`src/rtl/pattern_buffer_control_pkg.sv`:
```
// pattern_buffer_control_pkg: playback state encoding and default widths
package pattern_buffer_control_pkg;
   localparam int DEF_ADDR_WIDTH = 10;
   localparam int DEF_DATA_WIDTH = 16;
   typedef enum logic [1:0] {IDLE = 2'd0, READY = 2'd1, RUN = 2'd2} state_e;
endpackage

```
`src/rtl/pattern_buffer_control_if.sv`:
```
// pattern_buffer_control_if: host load/playback controls and pattern RAM side
// master drives we/wr_addr/wr_data/load_done/load_len/start/stop;
// slave drives ram_we/ram_wr_addr/ram_wr_data/rd_addr and the status flags
interface pattern_buffer_control_if
   import pattern_buffer_control_pkg::*;
#(
   parameter int ADDR_WIDTH = DEF_ADDR_WIDTH,
   parameter int DATA_WIDTH = DEF_DATA_WIDTH
);
   logic                  we;
   logic [ADDR_WIDTH-1:0] wr_addr;
   logic [DATA_WIDTH-1:0] wr_data;
   logic                  load_done;
   logic [ADDR_WIDTH-1:0] load_len;
   logic                  start;
   logic                  stop;
   logic [1:0]            ram_we;
   logic [ADDR_WIDTH-1:0] ram_wr_addr;
   logic [DATA_WIDTH-1:0] ram_wr_data;
   logic [ADDR_WIDTH-1:0] rd_addr;
   logic                  ready;
   logic                  active;
   logic                  load_complete;
   logic                  preload;
   logic                  active_buffer;
   modport master (
      output we, wr_addr, wr_data, load_done, load_len, start, stop,
      input  ram_we, ram_wr_addr, ram_wr_data, rd_addr, ready, active, load_complete, preload, active_buffer
   );
   modport slave (
      input  we, wr_addr, wr_data, load_done, load_len, start, stop,
      output ram_we, ram_wr_addr, ram_wr_data, rd_addr, ready, active, load_complete, preload, active_buffer
   );
endinterface

```
`src/rtl/pattern_buffer_control_addr_counter.sv`:
```
// pattern_addr_counter: playback read address with load-zero, increment and wrap at len
// clk/reset: clock and async active-high reset; clr: force 0 next cycle;
// en: advance; len: last valid address; addr: current address; wrap: addr==len
module pattern_addr_counter
   import pattern_buffer_control_pkg::*;
#(
   parameter int ADDR_WIDTH = DEF_ADDR_WIDTH
) (
   input  logic                  clk,
   input  logic                  reset,
   input  logic                  clr,
   input  logic                  en,
   input  logic [ADDR_WIDTH-1:0] len,
   output logic [ADDR_WIDTH-1:0] addr,
   output logic                  wrap
);
   logic [ADDR_WIDTH-1:0] addr_q, addr_d;
   always_comb begin
      wrap = addr_q == len;
      addr_d = clr ? '0 : en ? (wrap ? '0 : addr_q + 1'b1) : addr_q;
   end
   always_ff @(posedge clk or posedge reset) begin
      if (reset) addr_q <= '0;
      else addr_q <= addr_d;
   end
   assign addr = addr_q;
endmodule

```
`src/rtl/pattern_buffer_control.sv`:
```
// pattern_buffer_control: double-buffered pattern RAM load and gapless playback control
// clk: system clock; reset: async active-high reset;
// bus: host write/load/start/stop in, RAM write port, read address and status out
module pattern_buffer_control
   import pattern_buffer_control_pkg::*;
#(
   parameter int ADDR_WIDTH = DEF_ADDR_WIDTH,
   parameter int DATA_WIDTH = DEF_DATA_WIDTH
) (
   input logic                    clk,
   input logic                    reset,
   pattern_buffer_control_if.slave bus
);
   state_e                state_q, state_d;
   logic                  active_buffer_q, active_buffer_d;
   logic                  load_complete_q, load_complete_d;
   logic                  preload_q, preload_d;
   logic                  ready_q, ready_d;
   logic                  active_q, active_d;
   logic [1:0]            ram_we_q, ram_we_d;
   logic [ADDR_WIDTH-1:0] ram_wr_addr_q, ram_wr_addr_d;
   logic [DATA_WIDTH-1:0] ram_wr_data_q, ram_wr_data_d;
   logic [ADDR_WIDTH-1:0] active_len_q, active_len_d;
   logic [ADDR_WIDTH-1:0] pending_len_q, pending_len_d;
   logic [ADDR_WIDTH-1:0] rd_addr;
   logic                  we_ok, ld_ok, wrap, swap, cnt_clr, cnt_en;
   always_comb begin
      we_ok = bus.we && !load_complete_q;
      ld_ok = bus.load_done && !load_complete_q;
      // in RUN the swap waits for the wrap so the new pattern follows without a gap
      swap = load_complete_q && (state_q == RUN ? wrap && !bus.stop : 1'b1);
      state_d = IDLE;
      case (state_q)
         IDLE:    state_d = load_complete_q ? READY : IDLE;
         READY:   state_d = (!load_complete_q && bus.start && !bus.stop) ? RUN : READY;
         RUN:     state_d = bus.stop ? READY : RUN;
         default: state_d = IDLE;
      endcase
      active_buffer_d = active_buffer_q ^ swap;
      active_len_d = swap ? pending_len_q : active_len_q;
      load_complete_d = swap ? 1'b0 : (ld_ok || load_complete_q);
      pending_len_d = ld_ok ? bus.load_len : pending_len_q;
      preload_d = ld_ok ? 1'b0 : (we_ok || preload_q);
      ram_we_d = we_ok ? (active_buffer_q ? 2'b01 : 2'b10) : 2'b00;
      ram_wr_addr_d = bus.wr_addr;
      ram_wr_data_d = bus.wr_data;
      ready_d = state_d == READY;
      active_d = state_d == RUN;
      // address holds 0 on the first RUN cycle and only advances while already running
      cnt_clr = state_d != RUN;
      cnt_en = state_q == RUN;
   end
   always_ff @(posedge clk or posedge reset) begin
      if (reset) begin
         state_q         <= IDLE;
         active_buffer_q <= 1'b0;
         load_complete_q <= 1'b0;
         preload_q       <= 1'b0;
         ready_q         <= 1'b0;
         active_q        <= 1'b0;
         ram_we_q        <= 2'b00;
         ram_wr_addr_q   <= '0;
         ram_wr_data_q   <= '0;
         active_len_q    <= '0;
         pending_len_q   <= '0;
      end else begin
         state_q         <= state_d;
         active_buffer_q <= active_buffer_d;
         load_complete_q <= load_complete_d;
         preload_q       <= preload_d;
         ready_q         <= ready_d;
         active_q        <= active_d;
         ram_we_q        <= ram_we_d;
         ram_wr_addr_q   <= ram_wr_addr_d;
         ram_wr_data_q   <= ram_wr_data_d;
         active_len_q    <= active_len_d;
         pending_len_q   <= pending_len_d;
      end
   end
   pattern_addr_counter #(.ADDR_WIDTH(ADDR_WIDTH)) u_addr_counter (
      .clk   (clk),
      .reset (reset),
      .clr   (cnt_clr),
      .en    (cnt_en),
      .len   (active_len_q),
      .addr  (rd_addr),
      .wrap  (wrap)
   );
   assign bus.ram_we        = ram_we_q;
   assign bus.ram_wr_addr   = ram_wr_addr_q;
   assign bus.ram_wr_data   = ram_wr_data_q;
   assign bus.rd_addr       = rd_addr;
   assign bus.ready         = ready_q;
   assign bus.active        = active_q;
   assign bus.load_complete = load_complete_q;
   assign bus.preload       = preload_q;
   assign bus.active_buffer = active_buffer_q;
endmodule

```
`src/flat_wrapper.sv`:
```
// flat-port wrapper written by rule: the top's interface ports become plain ports
module pattern_buffer_control_flat import pattern_buffer_control_pkg::*;
#(
   parameter int ADDR_WIDTH = DEF_ADDR_WIDTH,
   parameter int DATA_WIDTH = DEF_DATA_WIDTH
)
  (clk, reset, bus_we, bus_wr_addr, bus_wr_data, bus_load_done, bus_load_len, bus_start, bus_stop, bus_ram_we, bus_ram_wr_addr, bus_ram_wr_data, bus_rd_addr, bus_ready, bus_active, bus_load_complete, bus_preload, bus_active_buffer);
  pattern_buffer_control_if #(.ADDR_WIDTH(ADDR_WIDTH), .DATA_WIDTH(DATA_WIDTH)) bus_i ();
  input logic clk;
  input logic reset;
  input wire logic [$bits(bus_i.we)-1:0] bus_we;
  input wire logic [$bits(bus_i.wr_addr)-1:0] bus_wr_addr;
  input wire logic [$bits(bus_i.wr_data)-1:0] bus_wr_data;
  input wire logic [$bits(bus_i.load_done)-1:0] bus_load_done;
  input wire logic [$bits(bus_i.load_len)-1:0] bus_load_len;
  input wire logic [$bits(bus_i.start)-1:0] bus_start;
  input wire logic [$bits(bus_i.stop)-1:0] bus_stop;
  output wire logic [$bits(bus_i.ram_we)-1:0] bus_ram_we;
  output wire logic [$bits(bus_i.ram_wr_addr)-1:0] bus_ram_wr_addr;
  output wire logic [$bits(bus_i.ram_wr_data)-1:0] bus_ram_wr_data;
  output wire logic [$bits(bus_i.rd_addr)-1:0] bus_rd_addr;
  output wire logic [$bits(bus_i.ready)-1:0] bus_ready;
  output wire logic [$bits(bus_i.active)-1:0] bus_active;
  output wire logic [$bits(bus_i.load_complete)-1:0] bus_load_complete;
  output wire logic [$bits(bus_i.preload)-1:0] bus_preload;
  output wire logic [$bits(bus_i.active_buffer)-1:0] bus_active_buffer;
  assign bus_i.we = bus_we;
  assign bus_i.wr_addr = bus_wr_addr;
  assign bus_i.wr_data = bus_wr_data;
  assign bus_i.load_done = bus_load_done;
  assign bus_i.load_len = bus_load_len;
  assign bus_i.start = bus_start;
  assign bus_i.stop = bus_stop;
  assign bus_ram_we = bus_i.ram_we;
  assign bus_ram_wr_addr = bus_i.ram_wr_addr;
  assign bus_ram_wr_data = bus_i.ram_wr_data;
  assign bus_rd_addr = bus_i.rd_addr;
  assign bus_ready = bus_i.ready;
  assign bus_active = bus_i.active;
  assign bus_load_complete = bus_i.load_complete;
  assign bus_preload = bus_i.preload;
  assign bus_active_buffer = bus_i.active_buffer;
  pattern_buffer_control #(.ADDR_WIDTH(ADDR_WIDTH), .DATA_WIDTH(DATA_WIDTH)) u_core (.clk(clk), .reset(reset), .bus(bus_i));
endmodule
```
`config.mk`:
```
export PLATFORM = sky130hd
export DESIGN_NAME = pattern_buffer_control_flat
export DESIGN_NICKNAME = d
export VERILOG_FILES = /design/src/rtl/pattern_buffer_control_pkg.sv /design/src/rtl/pattern_buffer_control_if.sv /design/src/rtl/pattern_buffer_control_addr_counter.sv /design/src/rtl/pattern_buffer_control.sv /design/src/flat_wrapper.sv
export SDC_FILE = /design/constraint.sdc
export NUM_CORES = 1
export LEC_CHECK = 0
export CAP_MARGIN = 20
export CORE_UTILIZATION = 45
export CTS_BUF_LIST = sky130_fd_sc_hd__clkbuf_8 sky130_fd_sc_hd__clkbuf_16
export DETAILED_ROUTE_END_ITERATION = 8
export MAX_ROUTING_LAYER = met4
export PLACE_DENSITY = 0.8
export SLEW_MARGIN = 20
export SYNTH_ARGS = -nofsm -noshare
export SYNTH_HDL_FRONTEND = slang
export SYNTH_SLANG_ARGS = --single-unit
export TNS_END_PERCENT = 100
```
`constraint.sdc`:
```
create_clock -name clk -period 2.9 [get_ports clk]
set_input_delay 0.58 -clock clk [delete_from_list [all_inputs] [get_ports clk]]
set_output_delay 0.58 -clock clk [all_outputs]
set_load 0.1 [all_outputs]
```
== After elaboration in Yosys (flattened, before gate mapping) ==
Index checks and enable logic that the tools add are counted.
W data, S select, Z words.

* $lt $le $gt $ge: 0
* Equal/unequal tests: 6
* $mul: 0
* $add $sub $neg: 1
* Div/mod/pow operators: 0
* Shift-type cells: 0
* Reductions and logical operators: 12
* Mux-type cells: 12
* Bitwise gates (word level): 1

{| class="wikitable"
|+ Operator list
! kind !! count
|-
| $mux W10 || 3
|-
| $add A10 B1 Y10 const B || 1
|-
| $eq A10 B10 Y1 || 1
|-
| $mux W2 || 4
|-
| $logic_and A1 B1 Y1 || 6
|-
| $pmux W2 S3 || 1
|-
| $eq A2 B1 Y1 const B || 2
|-
| $eq A2 B2 Y1 const B || 2
|-
| $mux W1 || 4
|-
| $logic_not A1 Y1 || 2
|-
| $logic_not A2 Y1 || 1
|-
| $logic_or A1 B1 Y1 || 2
|-
| $ne A2 B2 Y1 const B || 1
|-
| $reduce_bool A2 Y1 || 1
|-
| $xor A1 B1 Y1 || 1
|}

* Register bits after elaboration: 65
* Output and inout port bits: 43
* Bits in writable memories: 0
* Word-level logic and storage cells: 44
* Memory bits (read-only): 0
* Bits of input ports: 42
* Latch bits: 0
* Memories kept: 0

== Logic depth before layout (Yosys ltp) ==
* Word-level depth: 7
* Gate-level depth with buffers: 6
* Gate-level depth less buffers: 5

== Hierarchy ==
A second synthesis with hierarchy kept.

* Cell total of the unflattened synthesis: 166
* Area total of the unflattened synthesis: 2,468.6 µm²

{| class="wikitable"
|+ By module, submodules not included
! module !! area an instance (µm²) !! sequential area each (µm²) !! times used !! cells each
|-
| pattern_buffer_control || 1,818.0 || 1,376.3 || 1 || 100
|-
| pattern_addr_counter || 650.6 || 250.2 || 1 || 66
|}

== Least setup slack after synthesis ==
Ideal clock, no wire load.

* Path kind: register to register
* Start point: register u_core.u_addr_counter.addr_q[0], in the netlist u_core.u_addr_counter.addr[0]
* End point: register u_core.active_len_q[1]
* Path buffers: 1
* Slack: 0.455 ns
* Stages on the path, launching flop included: 7
* Arrival: 2.319 ns
* Required time: 2.775 ns
* Library setup time: 0.125 ns
* Clock period less this slack: 2.445 ns
* Cell sequence: dfrtp_1 -> xor2_1 -> nor4_2 -> nand3_1 -> a21oi_2 -> buf_6 -> mux2_4

* Word-level cells in the longest chain between the ends: 4

{| class="wikitable"
|+ RTL lines
! element !! RTL line !! RTL
|-
| start, declared || pattern_buffer_control_addr_counter.sv:17 || <nowiki>logic [ADDR_WIDTH-1:0] addr_q, addr_d;</nowiki>
|-
| start signal, assigned || pattern_buffer_control_addr_counter.sv:24 || <nowiki>else addr_q <= addr_d;</nowiki>
|-
| $eq A10 B10 Y1 || pattern_buffer_control_addr_counter.sv:19 || <nowiki>wrap = addr_q == len;</nowiki>
|-
| $logic_and A1 B1 Y1 || pattern_buffer_control.sv:31 || <nowiki>swap = load_complete_q && (state_q == RUN ? wrap && !bus.stop : 1'b1);</nowiki>
|-
| $mux W1 || pattern_buffer_control.sv:31 ||
|-
| $logic_and A1 B1 Y1 || pattern_buffer_control.sv:31 ||
|-
| end signal, assigned || pattern_buffer_control.sv:76 || <nowiki>active_len_q <= active_len_d;</nowiki>
|-
| end, declared || pattern_buffer_control.sv:23 || <nowiki>logic [ADDR_WIDTH-1:0] active_len_q, active_len_d;</nowiki>
|}

Every way passes these cells.
A chain may end at the register's enable or synchronous reset.

== Worst setup path after layout ==
* Start point: register u_core.u_addr_counter.addr_q[1], in the netlist u_core.u_addr_counter.addr[1]
* End point: register u_core.active_len_q[0]

The elaborated chain is that of the path after synthesis.

==> results.json <==
{
  "status": "finished, final reports clean",
  "avgRoutedWirePerCell_um": 14.1,
  "ys_ff_latch": 65,
  "period_needed_ns": 2.05,
  "path_clk_slew_ns": 0.07,
  "hold_viol": 0,
  "overflow": 0,
  "cpPeakStageDelay_ns": 0.45,
  "cts_buffer_depth": 2,
  "rows": 26,
  "cts-root-buf": "clkbuf_8",
  "fin_nets": 312,
  "syn_area_mm2": 0.00247,
  "die-area_mm2": 0.00580,
  "syn_to_final_growth_pct": 42.4,
  "port_buffers": 84,
  "yosysTopAreaCell": "dfrtp_1",
  "coreArea_mm2": 0.00520,
  "synth_fp_nets": 219,
  "die_w_um": 76.1,
  "viasPerCell": 4.91,
  "rsz0062_at_grt": "no",
  "fmax_mhz": 487,
  "path_max_fanout": 11,
  "drv_slew": 0,
  "io_pins": 85,
  "placed_cell_area_mm2": 0.00330,
  "cts.htree.levels": 3,
  "critical_path_buf_inv_count": 1,
  "end_kind": "flop",
  "ant_nets": 0,
  "crit_family": "simple AND/OR/NAND/NOR gates",
  "numCtsBuffers": 9,
  "syn_inst": 176,
  "worstMarginPinSlew_ns": 0.334,
  "power_per_cell_area_mw_per_mm2": 791,
  "cap_violations": 0,
  "hold_class": "flop to flop",
  "gp_congestion": 0.804,
  "maxSlewHeadroom_pct": 77.7,
  "crit_slowest_cell": "dfrtp_1",
  "diodes": 0,
  "ir_drop_uv": 566,
  "dr.pass1.iters": 4,
  "final-setup-viol-count": 0,
  "fin_setup_tns_ns": 0,
  "synth.avg_cell_area_um2": 14.1,
  "clkSinkCount": 65,
  "antenna_found_initial": 0,
  "synth_top_area_share_pct": 65.8,
  "cts_resized": 0,
  "initial_utilization_pct": 47.5,
  "drt_iter0_markers": 115,
  "vias": 1689,
  "ys.warnings.count": 0,
  "fin_area_mm2": 0.00352,
  "clock_latency_ns": 0.34,
  "drive_gt1_share_pct": 34.3,
  "postCtsSetupBuffers": 0,
  "grt_pass1_vias": 1659,
  "yosys.cell_types.count": 32,
  "required_ns": 3.12,
  "drc": 0,
  "grt_pass1_wl_um": 8340,
  "finClkSkew_ns": 0.00637,
  "fin_util_pct": 67.7,
  "dp_hpwl_um": 3440,
  "critPathLaunchType": "flop",
  "p_leak_nw": 1.65,
  "path_cells": "xor2_1, nor4_2, nand3_1, a21oi_2, buf_4, mux2_2",
  "holdWs_ns": 0.505,
  "cp.arrival_ns": 2.27,
  "drt_wl_total_um": 4870,
  "ctsHoldBuffers": 0,
  "critPathKind": "flop to flop",
  "cts_tree": "built",
  "power_mw": 2.79,
  "fin_crit_sh_pct": 70.8,
  "die_h_um": 76.1,
  "yosys-top-cells-area": "dfrtp_1, mux2_4, mux2_2",
  "synth-seq-area-share_pct": 65.8,
  "grt_max_degree": 66,
  "grt_use_total_pct": 19.8
}
## kinds of logic (layout without fill, tap and decap cells)
logic type	after synthesis	count (layout)	share of synthesized area, %
AOI/OAI and AO/OA	23	23	6.47
xor gates and xnor gates	12	12	4.25
adders and majority gates	1	1	0.506
buffers and inverters	7	105	1.67
DFF	65	65	65.8
muxes	20	20	10.5
and+or+nand+nor	48	48	10.9
## sequential cells by signal, summed over array words and instances, names as in the netlist
signal                      count
u_core.bus.ram_wr_addr         10
u_core.bus.ram_wr_data         16
u_core.bus.load_complete        1
u_core.u_addr_counter.addr     10
u_core.active_len_q            10
u_core.bus.ready                1
u_core.bus.ram_we               2
u_core.state_q                  2
u_core.bus.active               1
u_core.pending_len_q           10
u_core.bus.preload              1
u_core.bus.active_buffer        1
## cells in the final DEF (no fill, tap or decap), types with 2 or more instances in the layout
cell / synthesis / final
nand2_1: 10 / 10
and3_1: 4 / 4
nor2_1: 11 / 11
a21o_1: 4 / 4
nor3_1: 3 / 3
bufinv_16: 0 / 2
clkdlybuf4s50_1: 0 / 41
nand4_1: 2 / 2
a21oi_1: 5 / 5
nor2b_1: 3 / 3
clkbuf_8: 0 / 10
buf_4: 0 / 45
xor2_1: 12 / 12
or2_2: 2 / 2
mux2_4: 9 / 9
dfrtp_1: 65 / 65
nand3_1: 4 / 4
nand2b_1: 2 / 2
o21ai_0: 6 / 6
mux2_2: 11 / 11
nor4_2: 3 / 3
a211oi_1: 2 / 2
## cells in the mapped netlist
cell	instances
o21ai_0	6
or2_2	2
clkbuf_1	3
nand2b_1	2
mux2_4	9
nand3_1	4
xor2_1	12
inv_1	2
o2bb2ai_1	1
and4_2	1
nand2_1	10
and3_1	4
a21oi_1	5
or3_1	1
nand4_1	2
nor2_1	11
mux2_2	11
a211o_2	1
o211ai_2	1
nor3_1	3
nor3b_1	1
ha_1	1
dfrtp_1	65
a311o_2	1
nor4_2	3
a21o_1	4
a21oi_2	1
nor2b_1	3
a211oi_1	2
buf_6	2
nor3b_2	1
a22o_1	1
## per-layer routing
| metal | track usage (%) | up-vias | share of wire (%) |
|---|---|---|---|
| met2 | 30.7 | 54 | 53 |
| li1 | - | 805 | - |
| met5 | - | - | 0 |
| met3 | 6.83 | 7 | 5.1 |
| met4 | 8.46 | 0 | 1.8 |
| met1 | 23.7 | 823 | 40 |
## per-stage QoR
stage               instances  setup slack [ns]
floorplan                 176             0.455
CTS                       344             0.842
global placement          328             0.790
global route              344             0.710
finish                    344             0.847
detailed placement        328             0.759
## power by group
group | internal [mW] | switching, mW | leakage, nW | total, mW
combinational | 0.277 | 0.498 | 0.744 | 0.775
sequential | 1.05 | 0.106 | 0.789 | 1.15
clock | 0.510 | 0.351 | 0.113 | 0.861
## final timing paths
kind	cells past startpoint	end	start	slack [ns]
max	6	u_core.active_len_q[0]	u_core.u_addr_counter.addr[1]	0.85
min	1	u_core.active_len_q[6]	u_core.pending_len_q[6]	0.50
max reg2reg	6	u_core.active_len_q[0]	u_core.u_addr_counter.addr[1]	0.85
min reg2reg	1	u_core.active_len_q[6]	u_core.pending_len_q[6]	0.50
max in group asynchronous	3	u_core.bus.ram_wr_data[10]	reset	2.02
min in group asynchronous	3	u_core.bus.ram_wr_addr[7]	reset	0.63
## layout make-up
| cell class | instances | area, um^2 |
|---|---|---|
| Multi-Input combinational cell | 104 | 806 |
| Clock inverter | 6 | 90.1 |
| Inverter | 2 | 7.51 |
| Clock buffer | 10 | 138 |
| Timing Repair Buffer | 87 | 768 |
| Fill cell | 393 | 1680 |
| Tap cell | 70 | 87.6 |
| Sequential cell | 65 | 1630 |
## worst reg2reg max path, cell delays in order (launching register included)
cell and delay (ns):
dfrtp_1 0.45, xor2_1 0.18, nor4_2 0.34, nand3_1 0.20, a21oi_2 0.17, buf_4 0.23
mux2_2 0.37
(Power assumes the default switching activity.)
==> RTL edit: new RTL, same flow settings <==
Make the reset (`reset`) synchronous in 2 clocked blocks. Comments in the files are not updated.
--- a/src/rtl/pattern_buffer_control_addr_counter.sv
+++ b/src/rtl/pattern_buffer_control_addr_counter.sv
@@ -20,5 +20,5 @@
       addr_d = clr ? '0 : en ? (wrap ? '0 : addr_q + 1'b1) : addr_q;
    end
-   always_ff @(posedge clk or posedge reset) begin
+   always_ff @(posedge clk) begin
       if (reset) addr_q <= '0;
       else addr_q <= addr_d;
--- a/src/rtl/pattern_buffer_control.sv
+++ b/src/rtl/pattern_buffer_control.sv
@@ -51,5 +51,5 @@
       cnt_en = state_q == RUN;
    end
-   always_ff @(posedge clk or posedge reset) begin
+   always_ff @(posedge clk) begin
       if (reset) begin
          state_q         <= IDLE;
Check against the original RTL: differs if reset is asserted again (counterexample within 4 cycles, from zero or initial values and one cycle with reset high); with reset held inactive, the same outputs for 10 cycles.
==> RTL edit against the original RTL <==
Maximum frequency increased by 5.4%. Synthesized area down 3.4%. Worst hold slack lost 48 ps. Worst setup slack improved by 100 ps. Cell count up 15%. Sequential cell count unchanged. Via count up 6.5%. Die area is 3.3% lower. Routed wire length down 5.9%. Design area is 5.3% lower. Critical endpoint is now u_core.bus.active_buffer$_SDFF_PP0_. Largest cell class unchanged.
Power is not compared: it rests on default switching activity, and its combinational part moved more than twofold at a synthesized area within 25%.
==> RTL edit: results (changes against the original RTL) <==
<table>
<tr><th>Metric</th><th>Value</th></tr>
<tr><th colspan="2">Run status</th></tr>
<tr><td>Result of the run</td><td>complete, no violations</td></tr>
<tr><th colspan="2">Placed design</th></tr>
<tr><td>HPWL after detailed placement</td><td>3.28 mm (-4.7%)</td></tr>
<tr><td>Final GP Congestion</td><td>0.782 (-2.7%)</td></tr>
<tr><td>Dpl cells</td><td>382 (+16%)</td></tr>
<tr><th colspan="2">Logic synthesis</th></tr>
<tr><td>Mean area per synthesized cell</td><td>10.0 µm² (-29%)</td></tr>
<tr><td>Post-synth top cells</td><td>65 x sky130_fd_sc_hd__dfxtp_1, 28 x sky130_fd_sc_hd__nor2b_1, 23 x sky130_fd_sc_hd__nand2_1</td></tr>
<tr><td>Net count after synthesis</td><td>281 (+28%)</td></tr>
<tr><td>Sequential-to-total area share from yosys stat</td><td>54.5% (-11 points)</td></tr>
<tr><td>Dominant cells by area after synthesis</td><td>sky130_fd_sc_hd__dfxtp_1 54%, sky130_fd_sc_hd__nor2b_1 7.3%, sky130_fd_sc_hd__xor2_1 6.6%, sky130_fd_sc_hd__nand2b_1 5.5%, sky130_fd_sc_hd__mux2i_1 4.6%</td></tr>
<tr><td>Post-synthesis async set-or-reset flop share</td><td>0% (-100 points)</td></tr>
<tr><td>Primary flip-flop cell chosen by synthesis mapping</td><td>sky130_fd_sc_hd__dfxtp_1</td></tr>
<tr><th colspan="2">Global route</th></tr>
<tr><td>Global-route wire length before repair</td><td>7.02 mm (-16%)</td></tr>
<tr><td>Number of global-route vias before repair</td><td>1549 (-6.6%)</td></tr>
<tr><td>Total global-route track usage</td><td>17.3% (-2.6 points)</td></tr>
<tr><th colspan="2">Setup path</th></tr>
<tr><td>Slowest cell delay on critical path</td><td>570 ps (+120 ps)</td></tr>
<tr><td>Register-to-register path setup slack</td><td>950 ps (+100 ps)</td></tr>
<tr><td>Worst r2r path cells</td><td>5 (-1)</td></tr>
<tr><th colspan="2">Detailed routing</th></tr>
<tr><td>Number of optimization iterations in the first detailed-route pass</td><td>5 (+1)</td></tr>
<tr><td>Final routed wirelength across all metal layers</td><td>4.58 mm (-5.9%)</td></tr>
<tr><td>Final routed wire length divided by cell count</td><td>11.6 µm (-18%)</td></tr>
<tr><td>1st-iter DRT viols</td><td>34 (-70%)</td></tr>
<tr><th colspan="2">CTS</th></tr>
<tr><td>Clock insertion delay at the later pin of the skew report</td><td>320 ps (-20 ps)</td></tr>
<tr><th colspan="2">Layout</th></tr>
<tr><td>Total number of nets in the final design</td><td>366 (+17%)</td></tr>
<tr><td>Fraction of final layout cells with drive strength greater than 1</td><td>21.2% (-13 points)</td></tr>
<tr><th colspan="2">STA</th></tr>
<tr><td>Hold_ws</td><td>457 ps (-48.1 ps)</td></tr>
<tr><td>Worst slew margin relative to its limit</td><td>47.2% (-31 points)</td></tr>
<tr><th colspan="2">Min path</th></tr>
<tr><td>Count of cells along the worst hold path</td><td>2 (+1)</td></tr>
</table>
==> RTL edit: cell count changes after synthesis, sizes merged, moves of 6 or more <==
cell,change
clkbuf,+6
dfxtp,+65
mux2i,+11
dfrtp,-65
a21oi,+6
nand2b,+19
mux2,-19
nor2,-7
xor2,+6
nor2b,+25
nand2,+13
nor3,+9
==> RTL edit: routing by layer <==
| layer | GRT usage [%] | vias to the layer above | wire length (µm) |
|---|---|---|---|
| li1 | - | 953 | - |
| met1 | 21.9 | 797 | 2180 |
| met2 | 25.2 | 39 | 2150 |
| met3 | 4.42 | 10 | 149 |
| met4 | 9.01 | 0 | 95 |
| met5 | - | - | 0 |
==> RTL edit: layout make-up <==
type,count,share of cell area (%)
Sequential cell,65,39.0
Multi-Input combinational cell,156,30.4
Timing Repair Buffer,87,22.5
Clock buffer,11,4.54
Tap cell,70,2.62
Clock inverter,3,0.525
Inverter,4,0.450
==> RTL edit: kinds of logic (layout without fill, tap and decap cells) <==
logic type	after synthesis	in the layout	share of synthesized area, %
buf+inv	17	105	3.14
xor+xnor	19	19	6.96
flops	65	65	54.5
mux	12	12	5.08
compound gates	17	17	3.98
fa+ha+maj	1	1	0.523
simple gates	107	107	25.9
==> RTL edit: per-stage QoR <==
step | cell area (µm²) | worst slack (ps) | util (%)
2_1_floorplan | 2390 | 776 | -
3_3_place_gp | 3170 | 537 | 62.0
3_5_place_dp | 3170 | 760 | 62.0
4_1_cts | 3340 | 977 | 65.3
5_1_grt | 3340 | 929 | 65.3
6_report | 3340 | 952 | 65.3
==> RTL edit: power groups by stage <==
stage,registers (mW),clock network (mW),logic [mW]
after floorplan,1.16,0,0.0841
after global placement,0.970,0,0.375
after detailed placement,0.971,0,0.379
after CTS,0.951,0.675,0.380
after global routing,0.955,0.721,0.395
final,0.951,0.657,0.377
